<file path="config.mk">
export PLATFORM = sky130hd
export DESIGN_NAME = store_buffer
export DESIGN_NICKNAME = d
export VERILOG_FILES = /design/src/rtl/store_buffer_pkg.sv /design/src/rtl/store_buffer_match.sv /design/src/rtl/store_buffer.sv
export SDC_FILE = /design/constraint.sdc
export NUM_CORES = 1
export LEC_CHECK = 0
export CAP_MARGIN = 5
export CORE_ASPECT_RATIO = 0.6
export CORE_MARGIN = 2
export CORE_UTILIZATION = 47
export CTS_CLUSTER_SIZE = 30
export DETAILED_ROUTE_END_ITERATION = 10
export PLACE_DENSITY = 0.69
export SYNTH_ARGS = -nofsm -noshare
export SYNTH_HDL_FRONTEND = slang
export SYNTH_SLANG_ARGS = --single-unit
export TNS_END_PERCENT = 1
</file>
<file path="constraint.sdc">
create_clock -name clk -period 4.9 [get_ports clk]
set_clock_uncertainty 0.2 [all_clocks]
set_input_delay 0.98 -clock clk [delete_from_list [all_inputs] [get_ports clk]]
set_output_delay 0.98 -clock clk [all_outputs]
set_load 0.02 [all_outputs]
</file>
<file path="src/rtl/store_buffer_pkg.sv">
// store_buffer_pkg
//   Types and constants shared by the store buffer, the store-data formatter
//   and the load extractor.
//   - BYTE_LANES / WORD_LSB : lane count and byte-offset width of a data word
//   - lane_mask_t           : per-lane byte enable
//   - sb_payload_t          : lane-aligned data plus mask of one entry.
//                             The entry also carries a valid bit and a word
//                             address; those are kept beside the payload in
//                             the buffer because the address width follows AW.
//   - byte_merge()          : lane-wise replace used when stores coalesce
package store_buffer_pkg;

  localparam int BYTE_LANES = 4;
  localparam int WORD_LSB   = 2;
  localparam int DATA_W     = 8 * BYTE_LANES;

  typedef logic [BYTE_LANES-1:0] lane_mask_t;

  localparam lane_mask_t MASK_NONE = 4'b0000;
  localparam lane_mask_t MASK_HALF_LO = 4'b0011;
  localparam lane_mask_t MASK_HALF_HI = 4'b1100;
  localparam lane_mask_t MASK_WORD = 4'b1111;

  typedef struct packed {
    logic [DATA_W-1:0] data;
    lane_mask_t        mask;
  } sb_payload_t;

  // Replace only the lanes selected by m; other lanes keep old_d.
  function automatic logic [DATA_W-1:0] byte_merge(input logic [DATA_W-1:0] old_d,
                                                  input logic [DATA_W-1:0] new_d,
                                                  input lane_mask_t        m);
    logic [DATA_W-1:0] r;
    r = old_d;
    for (int i = 0; i < BYTE_LANES; i++) begin
      if (m[i]) r[8*i +: 8] = new_d[8*i +: 8];
    end
    return r;
  endfunction

endpackage

</file>
<file path="src/rtl/store_buffer_match.sv">
// store_buffer_match
//   Compares one buffered store against a load lookup: hit when the entry is
//   valid, the word addresses are equal and the byte masks overlap.
//   Ports: entry_valid/entry_waddr/entry_mask (buffered store),
//          ld_waddr/ld_mask (load), hit (overlap).
module store_buffer_match
  import store_buffer_pkg::*;
#(
  parameter int WAW = 30
) (
  input  logic           entry_valid,
  input  logic [WAW-1:0] entry_waddr,
  input  lane_mask_t     entry_mask,
  input  logic [WAW-1:0] ld_waddr,
  input  lane_mask_t     ld_mask,
  output logic           hit
);

  assign hit = entry_valid && (entry_waddr == ld_waddr) && ((entry_mask & ld_mask) != MASK_NONE);

endmodule

</file>
<file path="src/rtl/store_buffer.sv">
// store_buffer
//   Posted-write queue between the store formatter and the data-memory write
//   port. Stores drain in order over a valid/ready handshake; a combinational
//   lookup flags loads overlapping any buffered store.
//   Ports:
//     clk, rst_n                          clock, async active-low reset
//     enq_valid/enq_ready/addr/data/mask  store input from MEM stage
//     mem_wr_valid/ready/addr/data/mask   head entry to memory
//     ld_valid/ld_addr/ld_mask/ld_hazard  load overlap lookup
//     empty, count                        occupancy
//   Build option: STORE_BUF_COALESCE_EN merges a store into the tail entry
//   when it targets the same word and at least two entries are held.
module store_buffer
  import store_buffer_pkg::*;
#(
  parameter int DEPTH = 4,
  parameter int AW    = 32
) (
  input  logic                     clk,
  input  logic                     rst_n,
  input  logic                     enq_valid,
  output logic                     enq_ready,
  input  logic [AW-1:0]            enq_addr,
  input  logic [31:0]              enq_data,
  input  logic [3:0]               enq_mask,
  output logic                     mem_wr_valid,
  input  logic                     mem_wr_ready,
  output logic [AW-1:0]            mem_wr_addr,
  output logic [31:0]              mem_wr_data,
  output logic [3:0]               mem_wr_mask,
  input  logic                     ld_valid,
  input  logic [AW-1:0]            ld_addr,
  input  logic [3:0]               ld_mask,
  output logic                     ld_hazard,
  output logic                     empty,
  output logic [$clog2(DEPTH):0]   count
);

  localparam int PW  = $clog2(DEPTH);
  localparam int CW  = PW + 1;
  localparam int WAW = AW - WORD_LSB;

  logic [PW-1:0]  head_q, head_d;
  logic [PW-1:0]  tail_q, tail_d;
  logic [CW-1:0]  count_q, count_d;
  logic [DEPTH-1:0] valid_q, valid_d;
  logic [WAW-1:0] waddr_q [DEPTH];
  logic [WAW-1:0] waddr_d [DEPTH];
  sb_payload_t    pay_q [DEPTH];
  sb_payload_t    pay_d [DEPTH];

  logic [WAW-1:0] enq_waddr;
  logic [WAW-1:0] ld_waddr;
  logic [PW-1:0]  tail_last;
  logic           full;
  logic           merge_hit;
  logic           enq_fire;
  logic           do_push;
  logic           do_merge;
  logic           pop;
  logic [DEPTH-1:0] hit_vec;
  logic           unused_low_bits;

  assign enq_waddr = enq_addr[AW-1:WORD_LSB];
  assign ld_waddr  = ld_addr[AW-1:WORD_LSB];
  assign unused_low_bits = ^{enq_addr[WORD_LSB-1:0], ld_addr[WORD_LSB-1:0]};

  assign tail_last = tail_q - PW'(1);
  assign full      = (count_q == CW'(DEPTH));

`ifdef STORE_BUF_COALESCE_EN
  // count>=2 keeps the tail distinct from the head, so a merge never
  // touches an entry that memory may be accepting this cycle.
  assign merge_hit = (enq_mask != MASK_NONE) && (count_q >= CW'(2)) &&
                     (waddr_q[tail_last] == enq_waddr);
  assign enq_ready = !full || merge_hit;
`else
  assign merge_hit = 1'b0;
  assign enq_ready = !full;
`endif

  assign enq_fire = enq_valid && enq_ready;
  assign do_merge = enq_fire && merge_hit;
  assign do_push  = enq_fire && !merge_hit && (enq_mask != MASK_NONE);

  // Outputs are zeroed while nothing is presented so stale entries never leak.
  assign mem_wr_valid = valid_q[head_q];
  assign mem_wr_addr  = mem_wr_valid ? {waddr_q[head_q], {WORD_LSB{1'b0}}} : '0;
  assign mem_wr_data  = mem_wr_valid ? pay_q[head_q].data : '0;
  assign mem_wr_mask  = mem_wr_valid ? pay_q[head_q].mask : '0;
  assign pop          = mem_wr_valid && mem_wr_ready;

  assign empty = (count_q == '0);
  assign count = count_q;

  always_comb begin
    head_d  = head_q;
    tail_d  = tail_q;
    valid_d = valid_q;
    waddr_d = waddr_q;
    pay_d   = pay_q;
    count_d = count_q;

    if (pop) begin
      valid_d[head_q] = 1'b0;
      head_d          = head_q + PW'(1);
    end

    if (do_push) begin
      valid_d[tail_q]     = 1'b1;
      waddr_d[tail_q]     = enq_waddr;
      pay_d[tail_q].data  = enq_data;
      pay_d[tail_q].mask  = enq_mask;
      tail_d              = tail_q + PW'(1);
    end

    if (do_merge) begin
      pay_d[tail_last].data = byte_merge(pay_q[tail_last].data, enq_data, enq_mask);
      pay_d[tail_last].mask = pay_q[tail_last].mask | enq_mask;
    end

    case ({do_push, pop})
      2'b10:   count_d = count_q + CW'(1);
      2'b01:   count_d = count_q - CW'(1);
      default: count_d = count_q;
    endcase
  end

  always_ff @(posedge clk or negedge rst_n) begin
    if (!rst_n) begin
      head_q  <= '0;
      tail_q  <= '0;
      count_q <= '0;
      valid_q <= '0;
    end else begin
      head_q  <= head_d;
      tail_q  <= tail_d;
      count_q <= count_d;
      valid_q <= valid_d;
    end
  end

  // Entry contents are qualified by valid_q and need no reset.
  always_ff @(posedge clk) begin
    waddr_q <= waddr_d;
    pay_q   <= pay_d;
  end

  for (genvar g = 0; g < DEPTH; g++) begin : g_match
    store_buffer_match #(.WAW(WAW)) u_match (
      .entry_valid (valid_q[g]),
      .entry_waddr (waddr_q[g]),
      .entry_mask  (pay_q[g].mask),
      .ld_waddr    (ld_waddr),
      .ld_mask     (ld_mask),
      .hit         (hit_vec[g])
    );
  end

  assign ld_hazard = ld_valid && (|hit_vec);

endmodule

</file>
==> metrics.yaml <==
synth:
  synth_seq_cells: 275
  yosysSeqAreaShare_pct: 66.9
  synth.area.top_cells: "edfxtp_1 65%, mux4_2 12%, xnor2_1 7.9%, nor2b_1 3.4%, dfrtp_1 2.2%"
  synth_ff_type: "edfxtp_1"
  ys_warn_count: 0
  synthCells: 703
  ys_types: 32
  syn_area_per_cell_um2: 17.4
  synth.most_common_cell: "edfxtp_1"
  syn_area_mm2: 0.0123
  async_flop_share_pct: 4.00
  synth_enable_flop_cells: 264
  synth_area_leader_cell: "edfxtp_1"
  synth_common_cells: "264 x edfxtp_1, 111 x xnor2_1, 66 x mux4_2, 66 x nor2b_1, 34 x clkbuf_1"
  synth_top_area_share_pct: 64.7
placed_design:
  dpl_cell_area_mm2: 0.0144
  dpl.cell_count: 1189
  gp_congestion: 0.817
  dpl.hpwl_um: 20000
  port_buffers: 177
  pre_cts_slack_ns: 0.610
worst_hold_path:
  holdCritPathClass: "reg -> reg"
timing:
  fmax_mhz: 226
  slew_headroom_pct: 38.0
  setup_ws_ns: 0.478
  tns_ns: 0
  hold_ws_ns: 0.308
  finalHoldViolations: 0
  worst_slew_pin_slew_ns: 0.929
  fin_crit_sh_pct: 90.3
  setup_violations: 0
  finalCriticalPeriod_ns: 4.42
  finalMaxSlewViolations: 0
  rsz0062_at_grt: "false"
global_route:
  grt_pass1_vias: 7134
  grt-ovfl-total: 0
  grt_max_degree: 69
  antenna_found_initial: 3
  track_usage_pct: 22.2
  grt_pass1_wl_um: 44100
layout:
  drive_above_1_share_pct: 13.7
  final_area_mm2: 0.0152
  fin_nets: 984
  syn_to_final_growth_pct: 23.9
  final_cells: 1235
  nFillCells: 1926
  num_antenna_cells: 0
routing:
  first_pass_iters: 5
  drt_wl_total_um: 29700
  wl_per_cell_um: 24.1
  final_antenna_net_count: 0
  drt-vias-per-instance: 5.50
  drt_iter0_markers: 637
  num_vias: 6797
  drc: 0
setup_path:
  cp_data_arrival_time_ns: 3.24
  cp_max_fo: 4
  start_kind: "input pin"
  worstSetupEndpointType: "output port"
  crit_required_ns: 3.72
  critical_path_class: "in -> out"
floorplan:
  die_x_um: 213
  rows: 45
  start_util_pct: 48.2
  die_y_um: 129
  ios: 184
  dieArea_mm2: 0.0274
  core_mm2: 0.0254
power:
  p_leak_nw: 4.87
  peakVddDrop_mv: 0.407
  powerDensity_mw_per_mm2: 625
clock_tree:
  cts_tree: "yes"
  htree_levels: 1
  clk_latency_ns: 0.54
  cts.sink_count: 275
  cts_root_buffer: "clkbuf_16"
  cts_max_path_buffers: 3
  cts_hold_buf: 0
  cts-resized-gates: 0
  cts_buffers: 26
  clk_pin_slew_ns: 0.06
  cts_setup_buffers: 0
run:
  cap_violations: 0
status:
  status: "complete, no violations"
[cells in the final DEF (no fill, tap or decap), drive strengths merged, types with 4 or more instances in the layout]
cell | netlist | routed
xor2 | 14 | 14
mux4 | 66 | 66
edfxtp | 264 | 264
clkdlybuf4s50 | 0 | 176
a21o | 4 | 4
and2 | 20 | 20
clkinv | 0 | 9
nor4 | 8 | 8
xnor2 | 111 | 111
nand2 | 7 | 7
a221oi | 4 | 4
nand4 | 28 | 28
buf | 19 | 10
nor2b | 66 | 66
inv | 11 | 11
dfrtp | 11 | 11
nand3 | 4 | 4
nor3 | 5 | 5
a22o | 4 | 4
ha | 9 | 9
clkbuf | 34 | 33
[cell families after synthesis]
logic type / Yosys count / synth area share [%]
DFF: 275 / 66.9
and+or+nand+nor: 141 / 7.03
xor gates and xnor gates: 125 / 8.93
muxes: 70 / 12.5
buffers and inverters: 64 / 2.46
AOI/OAI and AO/OA: 17 / 1.08
adders and majority gates: 10 / 1.08
other: 1 / 0.0306
[final timing paths]
| check | startpoint | end | slack (ns) | depth (start not counted) |
|---|---|---|---|---|
| worst max-delay path | ld_addr[17] | ld_hazard | 0.48 | 7 |
| worst min-delay path | valid_q[1] | valid_q[1] | 0.31 | 1 |
| worst max register to register | head_q[1] | count[2] | 1.70 | 9 |
| worst min register to register | valid_q[1] | valid_q[1] | 0.31 | 1 |
| max in group asynchronous | rst_n | head_q[1] | 3.46 | 1 |
| min in group asynchronous | rst_n | count[0] | 0.61 | 1 |
[metal layers]
metal | up-vias | part of all wire, % | GRT usage [%]
met2 | 282 | 45 | 33.4
met1 | 3473 | 44 | 31.8
met4 | 4 | 1.6 | 3.95
li1 | 2990 | - | -
met5 | - | 0.10 | 0
met3 | 48 | 9.5 | 7.78
[critical path, stage by stage]
cell and delay [ns]:
clkdlybuf4s50_1 0.61, xnor2_1 0.16, nand4_1 0.18, nor4_1 0.70, nand3_1 0.14, a41oi_1 0.27
buf_4 0.19
[power by group]
part | switching (mW) | leakage, nW | internal (mW)
logic | 2.15 | 1.91 | 1.96
clock network | 0.847 | 0.411 | 1.16
registers | 0.275 | 2.55 | 3.10
[registers in the layout (all words and copies together), names as in the netlist]
register / cells
pay_q: 144
head_q: 2
waddr_q: 120
count: 3
valid_q: 4
tail_q: 2
[area by class of cell]
type                       count  area (um2)  area share (%)
sequential                   275        8210            54.1
multi-input combinational    365        3770            24.8
timing repair buffer         186        1890            12.4
clock buffer                  33         698            4.60
tap                          352         440            2.90
clock inverter                13         139           0.914
inverter                      11        41.3           0.272
[through the flow]
stage | power, mW | utilization (%)
2_1_floorplan | 5.87 | -
3_3_place_gp | 7.52 | 56.4
3_5_place_dp | 7.59 | 56.4
4_1_cts | 9.62 | 59.7
5_1_grt | 9.96 | 59.7
6_report | 9.50 | 59.7
No activity file was read; power rests on OpenSTA's default activity.
